File: config.mk
export PLATFORM = sky130hd
export DESIGN_NAME = display_window_fetch_ctrl
export DESIGN_NICKNAME = d
export VERILOG_FILES = /design/src/rtl/display_window_fetch_ctrl.sv
export SDC_FILE = /design/constraint.sdc
export NUM_CORES = 1
export LEC_CHECK = 0
export CORE_UTILIZATION = 40
export CTS_CLUSTER_DIAMETER = 40
export DETAILED_ROUTE_END_ITERATION = 16
export PLACE_DENSITY = 0.62
export SYNTH_ARGS = -nofsm -noshare
export SYNTH_HDL_FRONTEND = slang
export SYNTH_SLANG_ARGS = --single-unit
File: constraint.sdc
create_clock -name clk -period 3.5 [get_ports clk]
set_clock_uncertainty 0.15 [all_clocks]
set_input_delay 0.7 -clock clk [delete_from_list [all_inputs] [get_ports clk]]
set_output_delay 0.7 -clock clk [all_outputs]
set_load 0.005 [all_outputs]
File: src/rtl/display_window_fetch_ctrl.sv
// -----------------------------------------------------------------------------
// display_window_fetch_ctrl
//
// Prefetches pixels for a rectangular display window out of a linear,
// row-major frame buffer and plays them out in step with the VGA counters.
//
// A small FIFO sits between the frame-buffer read port and the pixel output.
// The fetch FSM keeps the FIFO topped up with one outstanding read at a time.
// Whenever the beam is inside the window, one entry is popped per clock.
//
// Parameters
//   X_POS, Y_POS   window offset (pixel clocks / lines)
//   WIDTH, HEIGHT  window size (pixels / lines)
//   DEPTH          prefetch FIFO entries (power of two, >= 2)
//
// Ports
//   clk       single clock, rising edge
//   rst       asynchronous, active-low reset
//   hc, vc    horizontal / vertical counters from the timing generator
//   rd_req    frame-buffer read request (one outstanding at most)
//   rd_addr   frame-buffer read address, row-major, 0 .. WIDTH*HEIGHT-1
//   rd_ack    read accepted; rd_data valid in the same cycle
//   rd_data   pixel read from the frame buffer
//   visible   registered window flag
//   pixel     registered pixel, aligned with visible (0 outside the window)
//   underrun  sticky: a pixel was needed while the FIFO was empty
// -----------------------------------------------------------------------------
module display_window_fetch_ctrl #(
  parameter int X_POS  = 0,
  parameter int Y_POS  = 0,
  parameter int WIDTH  = 480,
  parameter int HEIGHT = 360,
  parameter int DEPTH  = 4
) (
  input  logic        clk,
  input  logic        rst,
  input  logic [10:0] hc,
  input  logic [10:0] vc,
  output logic        rd_req,
  output logic [17:0] rd_addr,
  input  logic        rd_ack,
  input  logic [7:0]  rd_data,
  output logic        visible,
  output logic [7:0]  pixel,
  output logic        underrun
);

  // Pointer width and count width (count needs one extra bit to hold DEPTH).
  localparam int PW = $clog2(DEPTH);
  localparam int CW = PW + 1;

  // Window bounds, compared unsigned at the counters' 11-bit width.
  localparam logic [10:0] X_LO = 11'(X_POS);
  localparam logic [10:0] X_HI = 11'(X_POS + WIDTH);
  localparam logic [10:0] Y_LO = 11'(Y_POS);
  localparam logic [10:0] Y_HI = 11'(Y_POS + HEIGHT);

  // Number of pixels in one window; rd_addr reaching this value ends the frame.
  localparam logic [17:0] TOTAL = 18'(WIDTH * HEIGHT);

  localparam logic [CW-1:0] FULL_COUNT = CW'(DEPTH);

  typedef enum logic [2:0] {
    IDLE  = 3'd0,
    REQ   = 3'd1,
    FULL  = 3'd2,
    DRAIN = 3'd3,
    DONE  = 3'd4
  } state_t;

  state_t          state_reg, state_next;
  logic [17:0]     addr_reg, addr_next;
  logic [CW-1:0]   count_reg, count_next;
  logic [PW-1:0]   wr_ptr_reg, wr_ptr_next;
  logic [PW-1:0]   rd_ptr_reg, rd_ptr_next;
  logic            visible_reg;
  logic [7:0]      pixel_reg;
  logic            underrun_reg;

  logic [7:0]      mem [DEPTH];

  logic            in_window;
  logic            frame_start;
  logic            pop_valid;
  logic            push;
  logic            flush;
  logic [CW-1:0]   count_after;

  // ---------------------------------------------------------------------------
  // Beam position decode
  // ---------------------------------------------------------------------------
  assign in_window   = (hc > X_LO) && (hc <= X_HI) && (vc > Y_LO) && (vc <= Y_HI);
  assign frame_start = (hc == 11'd0) && (vc == 11'd0);

  // A pop is requested on every in-window clock; it only consumes an entry
  // when the FIFO has one. An empty pop shows up as underrun instead.
  assign pop_valid = in_window && (count_reg != '0);

  // FIFO occupancy if the read being acked this cycle is pushed, taking the
  // concurrent pop into account. Decides whether to stop requesting.
  assign count_after = count_reg + CW'(1) - CW'(pop_valid);

  // ---------------------------------------------------------------------------
  // Fetch FSM: next state, address and FIFO push/flush strobes
  // ---------------------------------------------------------------------------
  always_comb begin
    state_next = state_reg;
    addr_next  = addr_reg;
    push       = 1'b0;
    flush      = 1'b0;

    case (state_reg)
      IDLE: begin
        if (frame_start) begin
          flush      = 1'b1;
          addr_next  = '0;
          state_next = REQ;
        end
      end

      REQ: begin
        if (frame_start && rd_ack) begin
          // The data belongs to the old frame: drop it and start over.
          flush      = 1'b1;
          addr_next  = '0;
          state_next = REQ;
        end else if (frame_start) begin
          // A read is still in flight; keep the request stable until it
          // completes, then restart.
          state_next = DRAIN;
        end else if (rd_ack) begin
          push      = 1'b1;
          addr_next = addr_reg + 18'd1;
          if (addr_next == TOTAL) begin
            state_next = DONE;
          end else if (count_after == FULL_COUNT) begin
            state_next = FULL;
          end
        end
      end

      FULL: begin
        if (frame_start) begin
          flush      = 1'b1;
          addr_next  = '0;
          state_next = REQ;
        end else if (count_reg < FULL_COUNT) begin
          // Uses the registered count, so the request resumes one clock
          // after the pop that made room.
          state_next = REQ;
        end
      end

      DRAIN: begin
        if (rd_ack) begin
          flush      = 1'b1;
          addr_next  = '0;
          state_next = REQ;
        end
      end

      DONE: begin
        if (frame_start) begin
          flush      = 1'b1;
          addr_next  = '0;
          state_next = REQ;
        end
      end

      default: begin
        state_next = IDLE;
      end
    endcase
  end

  // ---------------------------------------------------------------------------
  // FIFO bookkeeping
  // ---------------------------------------------------------------------------
  always_comb begin
    count_next  = count_reg;
    wr_ptr_next = wr_ptr_reg;
    rd_ptr_next = rd_ptr_reg;

    if (flush) begin
      count_next  = '0;
      wr_ptr_next = '0;
      rd_ptr_next = '0;
    end else begin
      // Pointers are PW bits wide, so they wrap modulo DEPTH by themselves.
      if (push) begin
        wr_ptr_next = wr_ptr_reg + PW'(1);
      end
      if (pop_valid) begin
        rd_ptr_next = rd_ptr_reg + PW'(1);
      end
      count_next = count_reg + CW'(push) - CW'(pop_valid);
    end
  end

  // ---------------------------------------------------------------------------
  // State and output registers
  // ---------------------------------------------------------------------------
  always_ff @(posedge clk or negedge rst) begin
    if (!rst) begin
      state_reg    <= IDLE;
      addr_reg     <= '0;
      count_reg    <= '0;
      wr_ptr_reg   <= '0;
      rd_ptr_reg   <= '0;
      visible_reg  <= 1'b0;
      pixel_reg    <= 8'h00;
      underrun_reg <= 1'b0;
    end else begin
      state_reg   <= state_next;
      addr_reg    <= addr_next;
      count_reg   <= count_next;
      wr_ptr_reg  <= wr_ptr_next;
      rd_ptr_reg  <= rd_ptr_next;
      visible_reg <= in_window;
      // The head is read before any flush in the same clock takes effect.
      pixel_reg   <= pop_valid ? mem[rd_ptr_reg] : 8'h00;
      if (flush) begin
        underrun_reg <= 1'b0;
      end else if (in_window && !pop_valid) begin
        underrun_reg <= 1'b1;
      end
    end
  end

  // FIFO storage needs no reset: count and pointers define what is valid.
  always_ff @(posedge clk) begin
    if (push) begin
      mem[wr_ptr_reg] <= rd_data;
    end
  end

  // Request is a decode of the state register, so reset removes it at once.
  assign rd_req   = (state_reg == REQ) || (state_reg == DRAIN);
  assign rd_addr  = addr_reg;
  assign visible  = visible_reg;
  assign pixel    = pixel_reg;
  assign underrun = underrun_reg;

endmodule

==> results of run 1 <==
timing repair:
action | CTS | global route
setup buffers | 0 | 1
gates resized for setup | 0 | 13
endpoints found under the hold margin | 0 | 0
setup endpoints to repair | 0 | 3
cell usage after synthesis, types with 7 or more instances:
cell type | number | area [um^2]
o31ai_1 | 7 | 52.55
o21ai_0 | 25 | 125.1
nand2_1 | 18 | 67.56
edfxtp_1 | 32 | 960.9
mux4_2 | 8 | 180.2
and2_1 | 8 | 50.05
inv_1 | 13 | 48.80
ha_1 | 9 | 112.6
nand4_1 | 11 | 68.82
a21oi_1 | 12 | 60.06
nor2b_1 | 9 | 56.30
nor2_1 | 28 | 105.1
dfrtp_1 | 38 | 950.9
per-layer routing:
metal  wire (um)  part of all wire, %  track usage (%)  up-vias
li1            -                    -                -     1246
met1        3287                   45            23.94     1258
met2        3613                   49            28.27       56
met3         407                  5.5            4.545        9
met4          72                 0.98            4.478        0
met5           0                    0                0        -
layout make-up:
type                            count  share of cell area, %
Timing Repair Buffer               73                  15.64
Tap cell                          105                  2.912
Multi-Input combinational cell    201                  33.25
Inverter                           14                  1.165
Clock buffer                        9                  2.745
Clock inverter                      7                  1.913
Sequential cell                    70                  42.37
how the worst max path moves through the flow:
stage                              end  startpoint  depth (start not counted)
final                     state_reg[0]       hc[3]                         12
after global routing      state_reg[0]       hc[3]                         12
after CTS                 state_reg[0]       vc[1]                         12
after detailed placement  state_reg[0]       vc[1]                         12
after global placement    state_reg[0]       vc[1]                         13
after floorplan           state_reg[0]       hc[0]                         12
cell families after synthesis:
| family | Yosys count |
|---|---|
| compound gates | 63 |
| xor+xnor | 5 |
| fa+ha+maj | 10 |
| buf+inv | 28 |
| flops | 70 |
| mux | 12 |
| simple gates | 111 |
power by group through the flow:
stage	clock, mW	sequential, mW	combinational [mW]
floorplan	0	1.07	0.516
detailed placement	0	1.14	0.697
global placement	0	1.13	0.681
finish	0.691	1.12	0.702
global route	0.753	1.14	0.806
CTS	0.711	1.12	0.701
==> flow_summary.ini, run 1 <==
[final_layout]
multi_input_area_mm2 = 0.001500
register_area_mm2 = 0.001912
mostFrequentLayoutCell = clkdlybuf4s50_1
largest_reg_flops = 32
fin_util_pct = 54.10
n_antenna_cell = 0
fill_cells = 727
area_growth_pct = 29.02
fin_cells = 479
drive_gt1_share_pct = 15.24
mostFrequentLayoutCells = 56 x clkdlybuf4s50_1, 38 x dfrtp_1, 32 x edfxtp_1, 28 x nor2_1, 24 x o21ai_0
postLayoutCellArea_mm2 = 0.004512
fin_nets = 412

[yosys]
synthMuxAreaShare_pct = 6.333
synth_compound_area_share_pct = 10.84
postSynthNetCount = 342
async_flop_share_pct = 54.29
synthCells = 299
synth_ff_type = dfrtp_1
synth-edff-count = 32
synthAdderAreaFrac_pct = 3.792
synth-simple-area-share_pct = 19.43
synth_cell_type_count = 54
syn_area_per_cell_um2 = 11.70
ys_warn_count = 0
synth_top_family_by_area = simple AND/OR/NAND/NOR gates
synth_xor_area_share_pct = 1.252
syn-cell-area_mm2 = 0.003497
ys_ff_latch = 70
ys_seq_area_share_pct = 54.67

[timing]
fin_crit_ns = 3.305
post-route-period-util_pct = 94.42
worst_slack_ns = 0.1952
finalSetupViolations = 0
tns_ns = 0
hold_slack_ns = 0.3120
maxSlewHeadroom_pct = 41.93
hold_viol = 0
fmax_mhz = 302.6
finalMaxSlewViolations = 0
worst_pin_slew_ns = 0.8711

[global_routing]
grt_pass1_vias = 2568
grt_max_degree = 39
grt_antenna_before_repair = 0
globalRouteOverflowTotal = 0
grt_pass1_wl_mm = 12.16
grt_use_total_pct = 17.65

[power]
vdd_ir_drop_max_uv = 390.2
clkPwrFrac_pct = 27.5
seqPwrFrac_pct = 44.5
power.density_mw_per_mm2 = 556.4
combPwrFrac_pct = 28.0
switchingPower_mw = 0.8145
leakage_nw = 1.797
p_int_mw = 1.696
swShare_pct = 32.45
power_mw = 2.510

[critical_path]
cp.required_ns = 3.59
timing.rr.start = state_reg[2]
cpMaxStageDelayCell = clkdlybuf4s50_1
r2r_cells = 11
crit_top_cell = ha_2
r2r-end = count_reg[2]
start_kind = primary input
crit_fanout = 4
worst_setup_path_end_kind = flip-flop
crit_family = simple AND/OR/NAND/NOR gates
slowest_delay_ns = 0.41
crit_arrival_ns = 3.39
crit_chain = clkdlybuf4s50_1, nor4_2, nand4_1, and2_4, nand4b_1, ha_2, ha_2, o311a_1, nor3_2, nor2_1, o31ai_1, mux2_1
critPathKind = primary input to flip-flop
r2r_slack_ns = 0.79
critical_path_buf_inv_count = 1

[drt]
drt_wl_total_mm = 7.380
post_drt_wl_per_cell_um = 15.41
drc = 0
drt_iter0_drc = 111
avgViaCountPerCell = 5.363
dr.pass1.iters = 4
postRouteAntennaNets = 0
vias = 2569

[clock_tree]
cts_tree = yes
cts_buffers = 9
htreeDepth = 3
clockBufferDepth = 2
clk_latency_ns = 0.34
clockRootBuffer = clkbuf_8
cts-hold-fix-buffers = 0
cts_sinks = 70
clk_pin_slew_ns = 0.08

[floorplan]
rows = 33
design.die.area_mm2 = 0.009120
io-pin-count = 62
core_mm2 = 0.008341
start_util_pct = 41.93
die_w_um = 95.50
die_h_um = 95.50

[placement]
place_ws_ns = -0.3316
portBuffers = 61
dp_hpwl_mm = 4.992
place_area_mm2 = 0.004240
placed_cells = 462
gp_congestion = 0.8202

[run_status]
status = finished clean

[run]
maxCapViolCount = 0

[worst_hold_path]
hp-class = primary input to asynchronous set/reset pin
Power figures use the tool's default switching activity.
==> run 2, diff against run 1 <==
CELL_PAD_IN_SITES_DETAIL_PLACEMENT = 1   (was not set)
CELL_PAD_IN_SITES_GLOBAL_PLACEMENT = 1   (was not set)
PLACE_DENSITY = 0.76   (was 0.62)
clock period = 3.39 ns   (was 3.5 ns; I/O delays follow)
==> run 2 against run 1 <==
Net effect:
- core utilization shrank 0.20 points
- via count grew 2.2%
- sequential share of layout area grew 0.15 points
- die area is the same
- final area shrank 0.36%
- sequential power increased by 4%
- combinational power rose by 8.8%
- cell count is 0.21% lower
- register-to-register slack got worse by 0.20 ns
- flip-flop and latch count unchanged
- clock power is 3.6% lower
- largest cell class unchanged
==> flow_summary.ini, run 2 (synthesis gave the netlist of run 1 again) <==
[critical_path]
crit_arrival_ns = 3.36
cpMaxStageDelayCell = clkdlybuf4s50_1
crit_chain = clkdlybuf4s50_1, nor4_1, nand4_1, and2_4, nand4b_1, ha_2, ha_2, xnor2_1, o311a_1, nor3_2, nor2_1, o31ai_2, mux2_1
worst_setup_path_end_kind = flip-flop
crit_top_cell = ha_2
r2r_slack_ns = 0.59
timing.rr.start = state_reg[2]
critPathKind = primary input to flip-flop
r2r_cells = 11
crit_fanout = 3
critical_path_buf_inv_count = 1
cp.depth = 13
crit_family = simple AND/OR/NAND/NOR gates
cp.required_ns = 3.47
r2r-end = count_reg[2]
slowest_delay_ns = 0.43
start_kind = primary input

[clock_tree]
cts_sinks = 70
clk_latency_ns = 0.34
cts_buffers = 9
cts-hold-fix-buffers = 0
clockRootBuffer = clkbuf_8
clockBufferDepth = 2
clk_pin_slew_ns = 0.08
htreeDepth = 3
cts_tree = yes

[final_layout]
fin_nets = 411
mostFrequentLayoutCell = clkdlybuf4s50_1
drive_gt1_share_pct = 14.21
postLayoutCellArea_mm2 = 0.004496
fill_cells = 866
mostFrequentLayoutCells = 55 x clkdlybuf4s50_1, 38 x dfrtp_1, 32 x edfxtp_1, 28 x nor2_1, 24 x o21ai_0
area_growth_pct = 28.55
n_antenna_cell = 0
largest_reg_flops = 32
fin_cells = 478

[floorplan]
start_util_pct = 41.93
core_mm2 = 0.008341
io-pin-count = 62
die_w_um = 95.50
rows = 33
die_h_um = 95.50
design.die.area_mm2 = 0.009120

[drt]
drt_iter0_drc = 91
vias = 2626
drt_wl_total_mm = 8.201
post_drt_wl_per_cell_um = 17.16
postRouteAntennaNets = 0
drc = 0
avgViaCountPerCell = 5.494
dr.pass1.iters = 4

[timing]
hold_viol = 0
worst_slack_ns = 0.1072
rsz0062_at_grt = false
finalMaxSlewViolations = 0
post-route-period-util_pct = 96.84
worst_pin_slew_ns = 0.8790
fin_crit_ns = 3.283
finalSetupViolations = 0
tns_ns = 0
maxSlewHeadroom_pct = 41.40
fmax_mhz = 304.6

[placement]
placed_cells = 460
place_area_mm2 = 0.004238
place_ws_ns = -0.4565
portBuffers = 61
gp_congestion = 0.8282
dp_hpwl_mm = 5.786

[worst_hold_path]
hp-class = primary input to asynchronous set/reset pin

[global_routing]
grt_max_degree = 39
globalRouteOverflowTotal = 0
grt_use_total_pct = 19.09
grt_antenna_before_repair = 0
grt_pass1_vias = 2740
grt_pass1_wl_mm = 13.17

[run]
maxCapViolCount = 0

[run_status]
status = finished clean

[power]
leakage_nw = 1.797
vdd_ir_drop_max_uv = 304.7
power.density_mw_per_mm2 = 575.2
power_mw = 2.586
==> run 2: cell type report <==
cell class | instances | area, um^2 | share of cell area (%)
sequential | 70 | 1912 | 42.53
tap | 105 | 131.4 | 2.922
clock buffer | 11 | 131.4 | 2.922
clock inverter | 5 | 60.06 | 1.336
inverter | 14 | 52.55 | 1.169
timing repair buffer | 72 | 713.2 | 15.86
multi-input combinational | 201 | 1495 | 33.26
==> run 2: what timing repair did <==
action	CTS	global route
pin swaps	0	10
setup buffers	0	2
gates resized for setup	3	11
endpoints found under the setup margin	2	2
==> run 2: metal layers <==
| metal | track usage (%) | up-vias | wire length (um) |
|---|---|---|---|
| met5 | 0 | - | 0 |
| met4 | 6.343 | 0 | 68 |
| met3 | 3.987 | 6 | 354 |
| met2 | 32.80 | 55 | 4118 |
| met1 | 23.92 | 1322 | 3660 |
| li1 | - | 1243 | - |
==> run 2: how the worst max path moves through the flow <==
stage	from	slack, ns	end
after floorplan	hc[0]	0.04	state_reg[0]
after detailed placement	vc[1]	-0.46	state_reg[0]
final	hc[5]	0.11	state_reg[0]
after global routing	hc[5]	0.02	state_reg[0]
after CTS	vc[1]	0.05	state_reg[0]
after global placement	vc[1]	-0.31	state_reg[0]
==> run 2: power by group <==
group          total (mW)  internal [mW]  switching [mW]
Clock               0.666          0.343           0.323
Combinational       0.764          0.396           0.368
Sequential           1.16           1.01           0.142
Total                2.59           1.75           0.833
==> run 2: stage by stage <==
| stage | hold WS (ns) | util, % |
|---|---|---|
| floorplan | 0.2324 | - |
| global placement | 0.3247 | 50.81 |
| detailed placement | 0.3490 | 50.81 |
| CTS | 0.3339 | 53.35 |
| global route | 0.3633 | 53.90 |
| finish | 0.2948 | 53.90 |
==> run 3, diff against run 2 <==
CTS_CLUSTER_DIAMETER = not set   (was 40)
==> results of run 3 <==
The final DEF is identical to that of run 2; final timing and power are the same.
